File: src/rtl/bullet_ctrl.sv
// Single-bullet controller: launches on fire, steps vertically every STEP_DIV frame ticks,
// retires on hit or screen exit, and addresses the 6x6 bullet sprite ROM during the raster scan.
module bullet_ctrl #(
    parameter int H_RES    = 640,
    parameter int V_RES    = 480,
    parameter int SIZE     = 6,
    parameter int SPEED    = 4,
    parameter int STEP_DIV = 2,
    parameter int DIR      = 0
) (
    input  logic       clk,
    input  logic       rst_n,
    input  logic       fire,
    input  logic [9:0] start_x,
    input  logic [9:0] start_y,
    input  logic       frame_tick,
    input  logic       hit,
    input  logic [9:0] pix_x,
    input  logic [9:0] pix_y,
    output logic [2:0] spr_x,
    output logic [2:0] spr_y,
    output logic       spr_en,
    input  logic       spr_data,
    output logic       pixel_on,
    output logic       busy,
    output logic [9:0] bul_x,
    output logic [9:0] bul_y
);

    typedef enum logic {
        IDLE = 1'b0,
        FLY  = 1'b1
    } state_t;

    localparam int               CW        = (STEP_DIV > 1) ? $clog2(STEP_DIV) : 1;
    localparam logic [CW-1:0]    STEP_LAST = CW'(STEP_DIV - 1);
    localparam logic [CW-1:0]    STEP_ONE  = CW'(1);
    localparam logic [10:0]      SPEED_W   = 11'(SPEED);
    localparam logic [9:0]       SPEED_N   = 10'(SPEED);
    localparam logic [10:0]      Y_LIMIT   = 11'(V_RES - SIZE);
    localparam logic [10:0]      SIZE_W    = 11'(SIZE);

    if (STEP_DIV < 1 || SIZE < 1 || SIZE > 8 || H_RES < SIZE || V_RES < SIZE) begin : g_param_check
        $error("bullet_ctrl: invalid parameter set");
    end

    state_t          state_q, state_d;
    logic [9:0]      bul_x_q, bul_x_d;
    logic [9:0]      bul_y_q, bul_y_d;
    logic [CW-1:0]   step_cnt_q, step_cnt_d;
    logic            pixel_on_q;

    logic [10:0]     y_ext_s;
    logic [10:0]     y_down_s;
    logic            exit_s;
    logic [9:0]      y_moved_s;

    logic [10:0]     x_ext_s;
    logic [10:0]     px_ext_s;
    logic [10:0]     py_ext_s;
    logic            in_win_s;

    // Candidate next position and screen-exit test for a movement step (11-bit, no wrap).
    always_comb begin
        y_ext_s  = {1'b0, bul_y_q};
        y_down_s = y_ext_s + SPEED_W;
        if (DIR == 0) begin
            exit_s    = (y_ext_s < SPEED_W);
            y_moved_s = bul_y_q - SPEED_N;
        end else begin
            exit_s    = (y_down_s > Y_LIMIT);
            y_moved_s = y_down_s[9:0];
        end
    end

    // Flight FSM next state: hit beats a coincident step, fire only honoured when idle.
    always_comb begin
        state_d    = state_q;
        bul_x_d    = bul_x_q;
        bul_y_d    = bul_y_q;
        step_cnt_d = step_cnt_q;
        case (state_q)
            IDLE: begin
                if (fire) begin
                    bul_x_d    = start_x;
                    bul_y_d    = start_y;
                    step_cnt_d = '0;
                    state_d    = FLY;
                end else begin
                    state_d = IDLE;
                end
            end
            FLY: begin
                if (hit) begin
                    state_d = IDLE;
                end else if (frame_tick) begin
                    if (step_cnt_q == STEP_LAST) begin
                        step_cnt_d = '0;
                        if (exit_s) begin
                            state_d = IDLE;
                        end else begin
                            bul_y_d = y_moved_s;
                        end
                    end else begin
                        step_cnt_d = step_cnt_q + STEP_ONE;
                    end
                end else begin
                    state_d = FLY;
                end
            end
            default: begin
                state_d = IDLE;
            end
        endcase
    end

    // State, position and step-divider registers.
    always_ff @(posedge clk or negedge rst_n) begin
        if (!rst_n) begin
            state_q    <= IDLE;
            bul_x_q    <= 10'd0;
            bul_y_q    <= 10'd0;
            step_cnt_q <= '0;
        end else begin
            state_q    <= state_d;
            bul_x_q    <= bul_x_d;
            bul_y_q    <= bul_y_d;
            step_cnt_q <= step_cnt_d;
        end
    end

    // Sprite window decode; the low 3 bits of the offset equal the difference of the low 3 bits.
    always_comb begin
        x_ext_s  = {1'b0, bul_x_q};
        px_ext_s = {1'b0, pix_x};
        py_ext_s = {1'b0, pix_y};
        in_win_s = (state_q == FLY) &&
                   (px_ext_s >= x_ext_s) && (px_ext_s < x_ext_s + SIZE_W) &&
                   (py_ext_s >= y_ext_s) && (py_ext_s < y_ext_s + SIZE_W);
        if (in_win_s) begin
            spr_x = pix_x[2:0] - bul_x_q[2:0];
            spr_y = pix_y[2:0] - bul_y_q[2:0];
        end else begin
            spr_x = 3'd0;
            spr_y = 3'd0;
        end
        spr_en = in_win_s;
    end

    // Pixel output register: one cycle behind the raster coordinates.
    always_ff @(posedge clk or negedge rst_n) begin
        if (!rst_n) begin
            pixel_on_q <= 1'b0;
        end else begin
            pixel_on_q <= spr_en & spr_data;
        end
    end

    assign pixel_on = pixel_on_q;
    assign busy     = (state_q == FLY);
    assign bul_x    = bul_x_q;
    assign bul_y    = bul_y_q;

endmodule

File: config.mk
export PLATFORM = sky130hd
export DESIGN_NAME = bullet_ctrl
export DESIGN_NICKNAME = d
export VERILOG_FILES = /design/src/rtl/bullet_ctrl.sv
export SDC_FILE = /design/constraint.sdc
export NUM_CORES = 1
export LEC_CHECK = 0
export ABC_CLOCK_PERIOD_IN_PS = 7800
export BUFFER_PORTS_ARGS = -buffer_cell sky130_fd_sc_hd__buf_2
export CAP_MARGIN = 30
export CELL_PAD_IN_SITES_DETAIL_PLACEMENT = 1
export CELL_PAD_IN_SITES_GLOBAL_PLACEMENT = 1
export CORE_ASPECT_RATIO = 1.1
export CORE_MARGIN = 2
export CORE_UTILIZATION = 40
export CTS_CLUSTER_SIZE = 16
export DETAILED_ROUTE_END_ITERATION = 8
export MAX_ROUTING_LAYER = met4
export PLACE_DENSITY_LB_ADDON = 0.1
export REMOVE_ABC_BUFFERS = 1
export SETUP_SLACK_MARGIN = 0.5
export SYNTH_ARGS = -nofsm -noshare
export SYNTH_HDL_FRONTEND = slang
export SYNTH_SLANG_ARGS = --single-unit
File: constraint.sdc
create_clock -name clk -period 7.8 [get_ports clk]
set_clock_uncertainty 0.2 [all_clocks]
set_input_delay 1.56 -clock clk [delete_from_list [all_inputs] [get_ports clk]]
set_output_delay 1.56 -clock clk [all_outputs]
set_load 0.01 [all_outputs]
Yosys cells after proc, flatten, opt, wreduce, memory -nomap -nowiden
Index checks and enable logic that the tools add are counted.
- bits in registers: 23
- output and inout port bits: 29
- word-level logic and storage cells: 49
- input bits: 46
- multiplexer cells: 19
- reductions and logical operators: 7
- magnitude comparators: 5
- bitwise operators: 2
- equality and inequality tests: 5
- add/subtract/negate cells: 6
- operator list (cell ; count):
    2-to-1 mux 10 bit ; 5
    adder 10 x 3 -> 11 bit (second input constant) ; 2
    < comparator 10 x 11 -> 1 bit ; 2
    >= comparator 10 bit ; 2
    case mux 10 bit (2 select lines) ; 1
    < comparator 10 x 3 -> 1 bit (second input constant) ; 1
    subtractor 10 x 3 -> 10 bit (second input constant) ; 1
    2-to-1 mux 1 bit ; 9
    != test 2 bit (second input constant) ; 4
    2-to-1 mux 3 bit ; 2
    subtractor 3 bit ; 2
    AND reduction 5 bit ; 1
    logical AND 1 bit ; 4
    case mux 1 bit (2 select lines) ; 2
    AND reduction 3 bit ; 1
    != test 2 x 1 -> 1 bit (second input constant) ; 1
    AND reduction 2 bit ; 1
    adder 1 bit (second input constant) ; 1
    bitwise AND 1 bit ; 1
    inverter 1 bit ; 1

Longest topological paths before layout
Gate-level depths: netlist of the first run.
- word-level depth: 6
- depth in mapped cells: 11
- depth with buffers taken out: 11

Worst setup path before layout of the first run
OpenSTA, ideal clock, no wires.
- path type: input -> output
- start: input pix_y[0]
- end: output spr_x[2]
- data arrival time: 3114 ps
- data required time: 6040 ps
- cell stages on the path: 9
- setup slack: 2926 ps
- path buffers: 0
- cells stage by stage: inv_1 ha_1 inv_1 fa_1 a211oi_1 o21ai_0 a41oi_1 a2111o_1 nor3_1
- longest elaborated chain between the ends: 4
- elaborated cells on any way between the ends: 5
- RTL lines (what ; RTL line ; text):
    start: declaration ; 19 ; input logic [9:0] pix_y,
    >= comparator 10 bit ; 139 ; (py_ext_s >= y_ext_s) && (py_ext_s < y_ext_s + SIZE_W);
    logical AND 1 bit ; 138 ; (px_ext_s >= x_ext_s) && (px_ext_s < x_ext_s + SIZE_W) &&
    logical AND 1 bit (*) ; 139 ;
    2-to-1 mux 3 bit (*) ; 140 ; if (in_win_s) begin
    end: declaration ; 20 ; output logic [2:0] spr_x,
Mark *: on every way between the ends. The rest lies on a longest branch, timed or not.

Final worst setup path of the first run
- start: input pix_x[0]
- end: output spr_y[1]
- longest elaborated chain between the ends: 6
- elaborated cells on any way between the ends: 7
- RTL lines (what ; RTL line ; text):
    start: declaration ; 18 ; input logic [9:0] pix_x,
    >= comparator 10 bit ; 138 ;
    logical AND 1 bit ; 137 ; in_win_s = (state_q == FLY) &&
    logical AND 1 bit (*) (2 in series) ; 138 ;
    logical AND 1 bit (*) ; 139 ;
    2-to-1 mux 3 bit (*) ; 140 ;
    end: declaration ; 21 ; output logic [2:0] spr_y,
Marks and branches as above.

==> qor.yml, run 1 <==
sta:
  max-slew-margin-rel: 0.497
  rsz0062_at_grt: "false"
  finalCritPeriodShare: 0.677
  final.setup.tns_ps: 0
  fmax_mhz: 189
  period_needed_ps: 5280
  drv_slew: 0
  setup_viol: 0
  finalHoldViolations: 0
  worst_slew_pin_slew_ps: 753
power_and_ir_drop:
  p_int_mw: 0.370
  cellPowerDensity_nw_per_um2: 254
  pwr-share-comb: 0.594
  power_mw: 0.707
  pwr-share-clk: 0.116
  swShare: 0.477
  power_leakage_nw: 1.38
  ir_worst_vdd_mv: 0.126
  switchingPower_mw: 0.337
  p_seq_frac: 0.290
outcome:
  status: "finished clean"
setup_path:
  worstReg2RegStart: "bul_x[1]"
  cp-startpoint: "pix_x[0]"
  startpoint_type: "primary input"
  cp.buffers_inverters: 4
  crit_required_ps: 6040
  crit_path_top_delay_cell: "o22ai_1"
  critPathMaxStageDelay_ps: 540
  cp_top_family: "compound AO/OA/AOI/OAI gates"
  critPathKind: "in -> out"
  cp_max_fo: 8
  cp-end-kind: "output pin"
  cp.arrival_ps: 3520
  cp_cell_sequence: "buf_2, inv_1, ha_1, inv_1, fa_1, a21oi_1, o21a_1, o21ai_0, o22ai_1, nor3_1, buf_2"
clock_tree:
  cts_root_buf: "clkbuf_8"
  cts_inserted_buffers: 3
  post_cts_buffers: 0
  clkLatencyLatePin_ps: 270
  cts_max_level: 1
  cts_hold_buf: 0
  clk_pin_slew_worst_paths_ps: 100
  postCtsResizedCells: 0
  clock_sinks: 23
  clk_path_buf_depth: 2
  cts_tree: "built"
grt:
  grt_usage: 0.220
  grt_pass1_vias: 2341
  overflow: 0
  grt_max_degree: 26
  antenna_found_initial: 0
  grt_pass1_wl_um: 11200
place:
  dpl_cell_area_um2: 2740
  dp_hpwl_um: 5230
  routabilityCongestion: 0.857
  port_buffers: 74
floorplan:
  die-area_um2: 6320
  row_count: 28
  initial_core_util: 0.420
  fp.dieW_um: 76.0
  fp.dieH_um: 83.2
  io_pins: 75
  core_area_um2: 5430
drt:
  dr.pass1.iters: 6
  vias: 2244
  drcViolationCount: 0
  viasPerCell: 5.41
  wl_um: 6420
  wl_per_cell_um: 15.5
  antenna_left: 0
  drt_iter0_drc: 26
hold_path:
  hold_class: "reg -> reg"
  hp-start: "bul_y[0]"
synth:
  ys_ff_latch: 23
  synth_top_area_cell: "dfrtp_1"
  synth_cell_types: 41
  synth_warnings: 0
  yosys.area.top_type_share: 0.252
  synth-seq-area-share: 0.252
  syn_area_um2: 2280
  synthArstFlopShare: 1.00
  syn_avg_cell_area_um2: 8.60
  ys.flop_type: "dfrtp_1"
  synth_cells: 265
  synth_area_leaders: "dfrtp_1 (25%), ha_1 (24%), xnor2_1 (5.8%), o21ai_0 (4.8%), nand2_1 (4.4%)"
  synth_edf_count: 0
job:
  cap_violations: 0
final_layout:
  final_area_um2: 2780
  nFillCells: 692
  area_delta_synth_final_pct: 22.1
  multiInputGateArea_um2: 1590
  regArea_um2: 576
  drive_above_1_share: 0.244
  nets: 432
  n_antenna_cell: 0
power groups by stage:
stage               registers [mW]  clock network (mW)  logic [mW]
CTS                          0.205              0.0850       0.427
global placement             0.206                   0       0.406
detailed placement           0.207                   0       0.420
finish                       0.205              0.0823       0.420
global route                 0.213              0.0891       0.484
floorplan                    0.211                   0       0.275
kinds of logic after synthesis:
| group | share of synthesized area |
|---|---|
| mux | 0.0132 |
| fa+ha+maj | 0.254 |
| simple gates | 0.165 |
| flops | 0.252 |
| buf+inv | 0.0510 |
| xor+xnor | 0.0653 |
| compound gates | 0.200 |
tightest hold or removal path: stages (launching register included):
cell and delay, ps:
dfrtp_1 380, nand2_1 60, nand2_1 60
per-stage QoR:
step | std cells | hold WS [ps] | utilization | worst slack, ps
after detailed placement | 411 | 303 | 0.504 | 2530
after floorplan | 261 | 306 | - | 2930
after global routing | 415 | 355 | 0.512 | 2320
final | 415 | 326 | 0.512 | 2520
after global placement | 411 | 303 | 0.504 | 2570
after CTS | 415 | 328 | 0.512 | 2530
sequential cells by signal (all words and copies together), names as in the netlist:
register	count
busy	1
step_cnt_q	1
bul_x	10
pixel_on	1
bul_y	10
final cells by class:
cell class              instances  share of cell area
clock buffers                   3              0.0148
clock inverters                 1             0.00180
inverters                      27              0.0364
multi-input cells             211               0.571
flip-flops and latches         23               0.207
well taps                      75              0.0337
repair buffers                 75               0.136
cell usage after synthesis, types with 3 or more instances:
library cell and count:
o21ai_0 22, clkbuf_1 3, a211oi_1 5, o21a_1 3, a21oi_1 13, nor3_1 15
a41oi_1 3, a31oi_1 4, ha_1 43, nor2_1 13, a21o_1 4, nand2_1 27
inv_1 25, nand3_1 3, xnor2_1 15, mux2i_1 3, dfrtp_1 23, nand4_1 9
nor2b_1 3
layout by cell type (no fill, tap or decap), drive strengths merged, types with 4 or more instances in the layout:
cell type / n
buf: 75
inv: 25
a21o: 4
nand2: 27
nor2: 13
nand4: 9
a31oi: 4
a211oi: 5
nor3: 15
o21ai: 22
ha: 43
a21oi: 13
xnor2: 15
dfrtp: 23
final timing paths:
| kind | to | slack, ps | cells past startpoint |
|---|---|---|---|
| worst max-delay path | spr_y[1] | 2520 | 11 |
| worst min-delay path | bul_y[0] | 330 | 2 |
| worst max register to register | pixel_on | 4540 | 11 |
| worst min register to register | bul_y[0] | 330 | 2 |
| max in group asynchronous | bul_y[8] | 5950 | 1 |
| min in group asynchronous | bul_x[3] | 1070 | 1 |
per-layer routing:
metal / track usage / part of all wire
met5: - / 0
met4: 0.0347 / 0.0045
met3: 0.0228 / 0.032
met2: 0.403 / 0.52
met1: 0.265 / 0.44
Note: power is estimated with default switching activity, not from simulation.
==> run 2: changes to the inputs <==
--- a/config.mk
+++ b/config.mk
@@ -5,14 +5,14 @@
 export SDC_FILE = /design/constraint.sdc
 export NUM_CORES = 1
 export LEC_CHECK = 0
-export ABC_CLOCK_PERIOD_IN_PS = 7800
+export ABC_CLOCK_PERIOD_IN_PS = 4490
 export BUFFER_PORTS_ARGS = -buffer_cell sky130_fd_sc_hd__buf_2
 export CAP_MARGIN = 30
 export CELL_PAD_IN_SITES_DETAIL_PLACEMENT = 1
 export CELL_PAD_IN_SITES_GLOBAL_PLACEMENT = 1
 export CORE_ASPECT_RATIO = 1.1
 export CORE_MARGIN = 2
-export CORE_UTILIZATION = 40
+export CORE_UTILIZATION = 34
 export CTS_CLUSTER_SIZE = 16
 export DETAILED_ROUTE_END_ITERATION = 8
 export MAX_ROUTING_LAYER = met4
==> constraint.sdc (replaced) <==
create_clock -name clk -period 4.49 [get_ports clk]
set_clock_uncertainty 0.2 [all_clocks]
set_input_delay 0.898 -clock clk [delete_from_list [all_inputs] [get_ports clk]]
set_output_delay 0.898 -clock clk [all_outputs]
set_load 0.01 [all_outputs]
==> run 2 against run 1 <==
Critical path depth is the same. Register-to-register slack got worse by 2800 ps. Flip-flop and latch count is the same. Final area up 10%. Non-clock buffer count increased by 18. Largest cell class unchanged. Highest routed layer unchanged.
==> qor.yml, run 2 (synthesis gave the netlist of run 1 again) <==
hold_path:
  hold_depth: 2  # unchanged
  hold_class: "reg -> reg"  # unchanged
  hp-start: "bul_y[0]"  # unchanged
  min_to: "bul_y[0]"  # unchanged
final_layout:
  drive_above_1_share: 0.355  # was 0.244
  final_cell_mix: "buf_2 (74), ha_1 (41), nand2_1 (27), inv_1 (22)"  # was buf_2 (74), ha_1 (43), nand2_1 (27), inv_1 (25), dfrtp_1 (23)
  n_antenna_cell: 0  # unchanged
  utilization: 0.467  # was 0.512
  mostFrequentLayoutCell: "buf_2"  # unchanged
  area_delta_synth_final_pct: 34.4  # was 22.1%
  final_area_um2: 3060  # was 2780 µm²
  nets: 450  # was 432
setup_path:
  worstReg2RegStart: "busy"  # was bul_x[1]
  startpoint_type: "flip-flop"  # was primary input
  regToRegEndpoint: "bul_y[3]"  # was pixel_on
  rrSetupSlack_ps: 1740  # was 4540 ps
  cp-startpoint: "bul_x[2]"  # was pix_x[0]
  critPathKind: "reg -> out"  # was in -> out
  cp-end-kind: "output pin"  # unchanged
  cp_max_fo: 8  # unchanged
  crit_required_ps: 3390  # was 6040 ps
  reg2reg_depth: 5  # was 11
  cp.arrival_ps: 2900  # was 3520 ps
clock_tree:
  cts_tree: "built"  # unchanged
  clk_pin_slew_worst_paths_ps: 100  # about the same
  cts_max_level: 1  # unchanged
  cts_inserted_buffers: 3  # unchanged
  clk_path_buf_depth: 2  # unchanged
  clkLatencyLatePin_ps: 280  # was 270 ps
  clock_sinks: 23  # unchanged
  cts_root_buf: "clkbuf_8"  # unchanged
  cts_hold_buf: 0  # unchanged
drt:
  drcViolationCount: 0  # unchanged
  wl_per_cell_um: 15.7  # was 15.5 µm
  viasPerCell: 5.26  # was 5.41
  dr.pass1.iters: 4  # was 6
  wl_um: 6920  # was 6420 µm
  antenna_left: 0  # unchanged
  drt_iter0_drc: 39  # was 26
  vias: 2314  # was 2244
sta:
  fin_ws_ps: 493  # was 2520 ps
  max-slew-margin-rel: 0.509  # was 0.497
  worst_slew_pin_slew_ps: 735  # was 753 ps
  setup_viol: 0  # unchanged
  drv_slew: 0  # unchanged
  period_needed_ps: 4000
  final.setup.tns_ps: 0  # unchanged
  finalHoldViolations: 0  # unchanged
  rsz0062_at_grt: "true"  # was false
  whs_ps: 314  # was 326 ps
  fmax_mhz: 250
  finalCritPeriodShare: 0.890
floorplan:
  core_area_um2: 6560  # was 5430 µm²
  initial_core_util: 0.348  # was 0.420
  fp.dieW_um: 82.1  # was 76.0 µm
  io_pins: 75  # unchanged
  fp.dieH_um: 89.9  # was 83.2 µm
  row_count: 31  # was 28
  die-area_um2: 7380  # was 6320 µm²
place:
  dpl_cell_area_um2: 2750  # was 2740 µm²
  dp_hpwl_um: 5320  # was 5230 µm
  routabilityCongestion: 0.788  # was 0.857
  post-place-ws_ps: 435  # was 2530 ps
  port_buffers: 74  # unchanged
outcome:
  status: "finished clean"  # unchanged
power_and_ir_drop:
  ir_worst_vdd_mv: 0.189  # was 0.126 mV
  power_leakage_nw: 1.47  # was 1.38 nW
  cellPowerDensity_nw_per_um2: 454  # was 254 nW/µm²
grt:
  grt_usage: 0.198  # was 0.220
  grt_max_degree: 26  # unchanged
  overflow: 0  # unchanged
  grt_pass1_vias: 2398  # was 2341
  antenna_found_initial: 0  # unchanged
  grt_pass1_wl_um: 11300  # was 11200 µm
job:
  cap_violations: 0  # unchanged
run 2: cell types whose count changed in the layout (fill, tap and decap cells not counted), moves of 3 or more:
cell	change
buf_4	+16
nor3_2	+6
a21oi_2	+3
inv_1	-3
a21oi_1	-3
nor3_1	-7
inv_2	+3
run 2: where the power goes:
group          switching [mW]  internal (mW)
combinational           0.478          0.407
sequential             0.0951          0.264
clock                  0.0823         0.0624
total                   0.656          0.734
run 2: how the worst max path moves through the flow:
stage,end,slack (ps),cells after the start
global route,spr_x[1],330,12
CTS,spr_y[1],500,12
detailed placement,spr_y[0],430,12
floorplan,spr_x[2],710,11
global placement,spr_y[2],550,12
finish,spr_y[1],490,11
run 2: per-layer routing:
metal	vias up	wire length, µm	track usage
met1	1113	3080	0.249
met3	8	191	0.0171
met4	0	98	0.0597
met2	45	3550	0.333
li1	1148	-	-
met5	-	0	-
run 2: worst max-delay path: stages, from the launching register on:
cell and delay, ps:
dfrtp_1 410, buf_6 130, o2111ai_4 230, nor3_2 80, xnor2_1 130, ha_1 310
a21o_1 170, a21oi_2 130, o221ai_2 100, a2111o_2 580, nor3_2 190, buf_2 150
run 2: stage by stage:
| step | total power [mW] | cells |
|---|---|---|
| after global routing | 1.53 | 440 |
| after CTS | 1.33 | 433 |
| after global placement | 1.08 | 418 |
| after floorplan | 0.844 | 261 |
| after detailed placement | 1.09 | 418 |
| final | 1.39 | 440 |
run 2: repair_timing:
item                                    in CTS  in global routing
endpoints found under the setup margin       7                  7
resized for setup                           17                 16
pin swaps                                   14                 14
setup buffers                               11                  7
run 2: layout make-up:
class	instances	area (µm²)
Fill cell	822	3490
Multi-Input combinational cell	211	1710
Sequential cell	23	578
Timing Repair Buffer	93	520
Inverter	27	103
Tap cell	82	103
Clock buffer	3	41.3
Clock inverter	1	5.00
==> run 3: changes to the inputs <==
--- a/config.mk
+++ b/config.mk
@@ -5,14 +5,14 @@
 export SDC_FILE = /design/constraint.sdc
 export NUM_CORES = 1
 export LEC_CHECK = 0
-export ABC_CLOCK_PERIOD_IN_PS = 4490
+export ABC_CLOCK_PERIOD_IN_PS = 3900
 export BUFFER_PORTS_ARGS = -buffer_cell sky130_fd_sc_hd__buf_2
 export CAP_MARGIN = 30
 export CELL_PAD_IN_SITES_DETAIL_PLACEMENT = 1
 export CELL_PAD_IN_SITES_GLOBAL_PLACEMENT = 1
 export CORE_ASPECT_RATIO = 1.1
 export CORE_MARGIN = 2
-export CORE_UTILIZATION = 34
+export CORE_UTILIZATION = 37
 export CTS_CLUSTER_SIZE = 16
 export DETAILED_ROUTE_END_ITERATION = 8
 export MAX_ROUTING_LAYER = met4
==> constraint.sdc (replaced) <==
create_clock -name clk -period 3.9 [get_ports clk]
set_clock_uncertainty 0.2 [all_clocks]
set_input_delay 0.78 -clock clk [delete_from_list [all_inputs] [get_ports clk]]
set_output_delay 0.78 -clock clk [all_outputs]
set_load 0.01 [all_outputs]
==> run 3 against run 2 <==
Combinational power up 17%. Routed wire length grew 1.9%. Worst hold slack worse by 19 ps. Flip-flop and latch count unchanged. Clock power rose by 13%. Utilization rose by 3.8 points. Cell count grew 0.68%. Critical path type unchanged. Critical endpoint is now spr_x[2]. Largest cell class unchanged.
==> qor.yml, run 3 (synthesis gave the netlist of run 1 again) <==
place:
  dp_hpwl_um: 5320  # about the same
  routabilityCongestion: 0.834  # was 0.788
  place_inst: 419  # was 418
  port_buffers: 74  # unchanged
drt:
  viasPerCell: 5.31  # was 5.26
  wl_per_cell_um: 15.9  # was 15.7 µm
  drt_iter0_drc: 20  # was 39
  drcViolationCount: 0  # unchanged
  wl_um: 7050  # was 6920 µm
  vias: 2352  # was 2314
  antenna_left: 0  # unchanged
  dr.pass1.iters: 4  # unchanged
setup_path:
  crit_top_cell: "buf_4"  # was nor3_2
  cp-end-kind: "output pin"  # unchanged
  critPathMaxStageDelay_ps: 520  # was 580 ps
  critPathKind: "reg -> out"  # unchanged
  cp_top_family: "compound AO/OA/AOI/OAI gates"  # unchanged
  cp_max_fo: 8  # unchanged
  crit_required_ps: 2920  # was 3390 ps
  cp.arrival_ps: 2840  # was 2900 ps
  cp.buffers_inverters: 4  # was 2
  startpoint_type: "flip-flop"  # unchanged
  cp_cell_sequence: "inv_2, ha_4, nor3_2, buf_4, xnor2_2, ha_1, buf_4, nand4_1, a21o_1, a31oi_1, a2111o_1, nor3_1, buf_2"  # was buf_6, o2111ai_4, nor3_2, xnor2_1, ha_1, a21o_1, a21oi_2, o221ai_2, a2111o_2, nor3_2, buf_2
  crit_path_top_delay_cell: "a2111o_1"  # was a2111o_2
hold_path:
  hold_class: "in -> async"  # was reg -> reg
grt:
  grt_pass1_vias: 2357  # was 2398
  antenna_found_initial: 0  # unchanged
  grt_max_degree: 26  # unchanged
  grt_pass1_wl_um: 11300  # about the same
  grt_usage: 0.216  # was 0.198
  overflow: 0  # unchanged
clock_tree:
  cts_inserted_buffers: 3  # unchanged
  clock_sinks: 23  # unchanged
  clk_path_buf_depth: 2  # unchanged
  cts_root_buf: "clkbuf_8"  # unchanged
  cts_max_level: 1  # unchanged
  clk_pin_slew_worst_paths_ps: 100  # about the same
  cts_tree: "built"  # unchanged
  clkLatencyLatePin_ps: 280  # about the same
  cts_hold_buf: 0  # unchanged
final_layout:
  n_antenna_cell: 0  # unchanged
  utilization: 0.506  # was 0.467
  area_delta_synth_final_pct: 34.9  # was 34.4%
  nets: 455  # was 450
  drive_above_1_share: 0.347  # was 0.355
  mostFrequentLayoutCell: "buf_2"  # unchanged
  multiInputGateArea_um2: 1690  # was 1710 µm²
  regArea_um2: 578  # unchanged
  final_cell_mix: "buf_2 (74), ha_1 (41), nand2_1 (27), inv_1 (23), buf_4 (23)"  # was buf_2 (74), ha_1 (41), nand2_1 (27), inv_1 (22)
  nFillCells: 776  # was 822
  instances_no_fill: 443  # was 440
outcome:
  status: "finished clean"  # unchanged
sta:
  setup_viol: 0  # unchanged
  fmax_mhz: 261
  drv_slew: 0  # unchanged
  finalHoldViolations: 0  # unchanged
  finalCritPeriodShare: 0.981
  max-slew-margin-rel: 0.461  # was 0.509
  rsz0062_at_grt: "true"  # unchanged
  worst_slew_pin_slew_ps: 807  # was 735 ps
  period_needed_ps: 3820
job:
  cap_violations: 0  # unchanged
floorplan:
  io_pins: 75  # unchanged
  initial_core_util: 0.375  # was 0.348
  core_area_um2: 6080  # was 6560 µm²
  fp.dieW_um: 78.8  # was 82.1 µm
  row_count: 30  # was 31
  fp.dieH_um: 86.3  # was 89.9 µm
  die-area_um2: 6810  # was 7380 µm²
power_and_ir_drop:
  power_leakage_nw: 1.50  # was 1.47 nW
  cellPowerDensity_nw_per_um2: 525  # was 454 nW/µm²
  ir_worst_vdd_mv: 0.288  # was 0.189 mV
## run 3: changes by cell type in the layout (fill, tap and decap cells not counted), sizes merged
cell and change:
buf +5
## run 3: worst paths after layout
check,start,to,slack (ps),cells past startpoint
min in group clk,bul_y[0],bul_y[0],320,2
worst max-delay path,bul_x[2],spr_x[2],80,13
worst max register to register,busy,bul_y[3],1030,5
max in group asynchronous,rst_n,bul_y[3],2780,1
worst min-delay path,rst_n,bul_x[3],290,1
worst min register to register,bul_y[0],bul_y[0],320,2
## run 3: repair_timing
item                                    4_1_cts  5_1_grt
buffers inserted                             16        4
pin swaps                                    19        3
endpoints found under the setup margin        7        7
resized for setup                            22        4
## run 3: where the power goes
part | switching [mW] | total (mW) | leakage (nW) | internal (mW)
Combinational | 0.556 | 1.04 | 1.20 | 0.487
Clock | 0.0918 | 0.164 | 0.0255 | 0.0717
Sequential | 0.104 | 0.409 | 0.279 | 0.305
## run 3: per-layer routing
metal / part of all wire / track usage / vias to the layer above / routed length (µm)
li1: - / - / 1161 / -
met1: 0.42 / 0.255 / 1149 / 2970
met2: 0.55 / 0.402 / 38 / 3850
met3: 0.026 / 0.0208 / 4 / 184
met4: 0.0072 / 0.0376 / 0 / 51
met5: 0 / - / - / 0
## run 3: final cells by class
class | count | area share
Multi-Input combinational cell | 211 | 0.551
Sequential cell | 23 | 0.188
Tap cell | 80 | 0.0326
Inverter | 27 | 0.0334
Timing Repair Buffer | 98 | 0.180
Clock buffer | 3 | 0.0134
Clock inverter | 1 | 0.00163
## run 3: stage by stage
stage | instance area [µm²] | TNS (ps) | total power, mW | worst slack (ps) | hold slack [ps]
5_1_grt | 3070 | -451 | 1.77 | -91.3 | 332
2_1_floorplan | 2260 | 0 | 0.971 | 239 | 284
3_5_place_dp | 2770 | 0 | 1.27 | 119 | 300
6_report | 3070 | 0 | 1.61 | 75.9 | 295
4_1_cts | 3030 | 0 | 1.57 | 91.8 | 324
3_3_place_gp | 2770 | 0 | 1.25 | 191 | 291
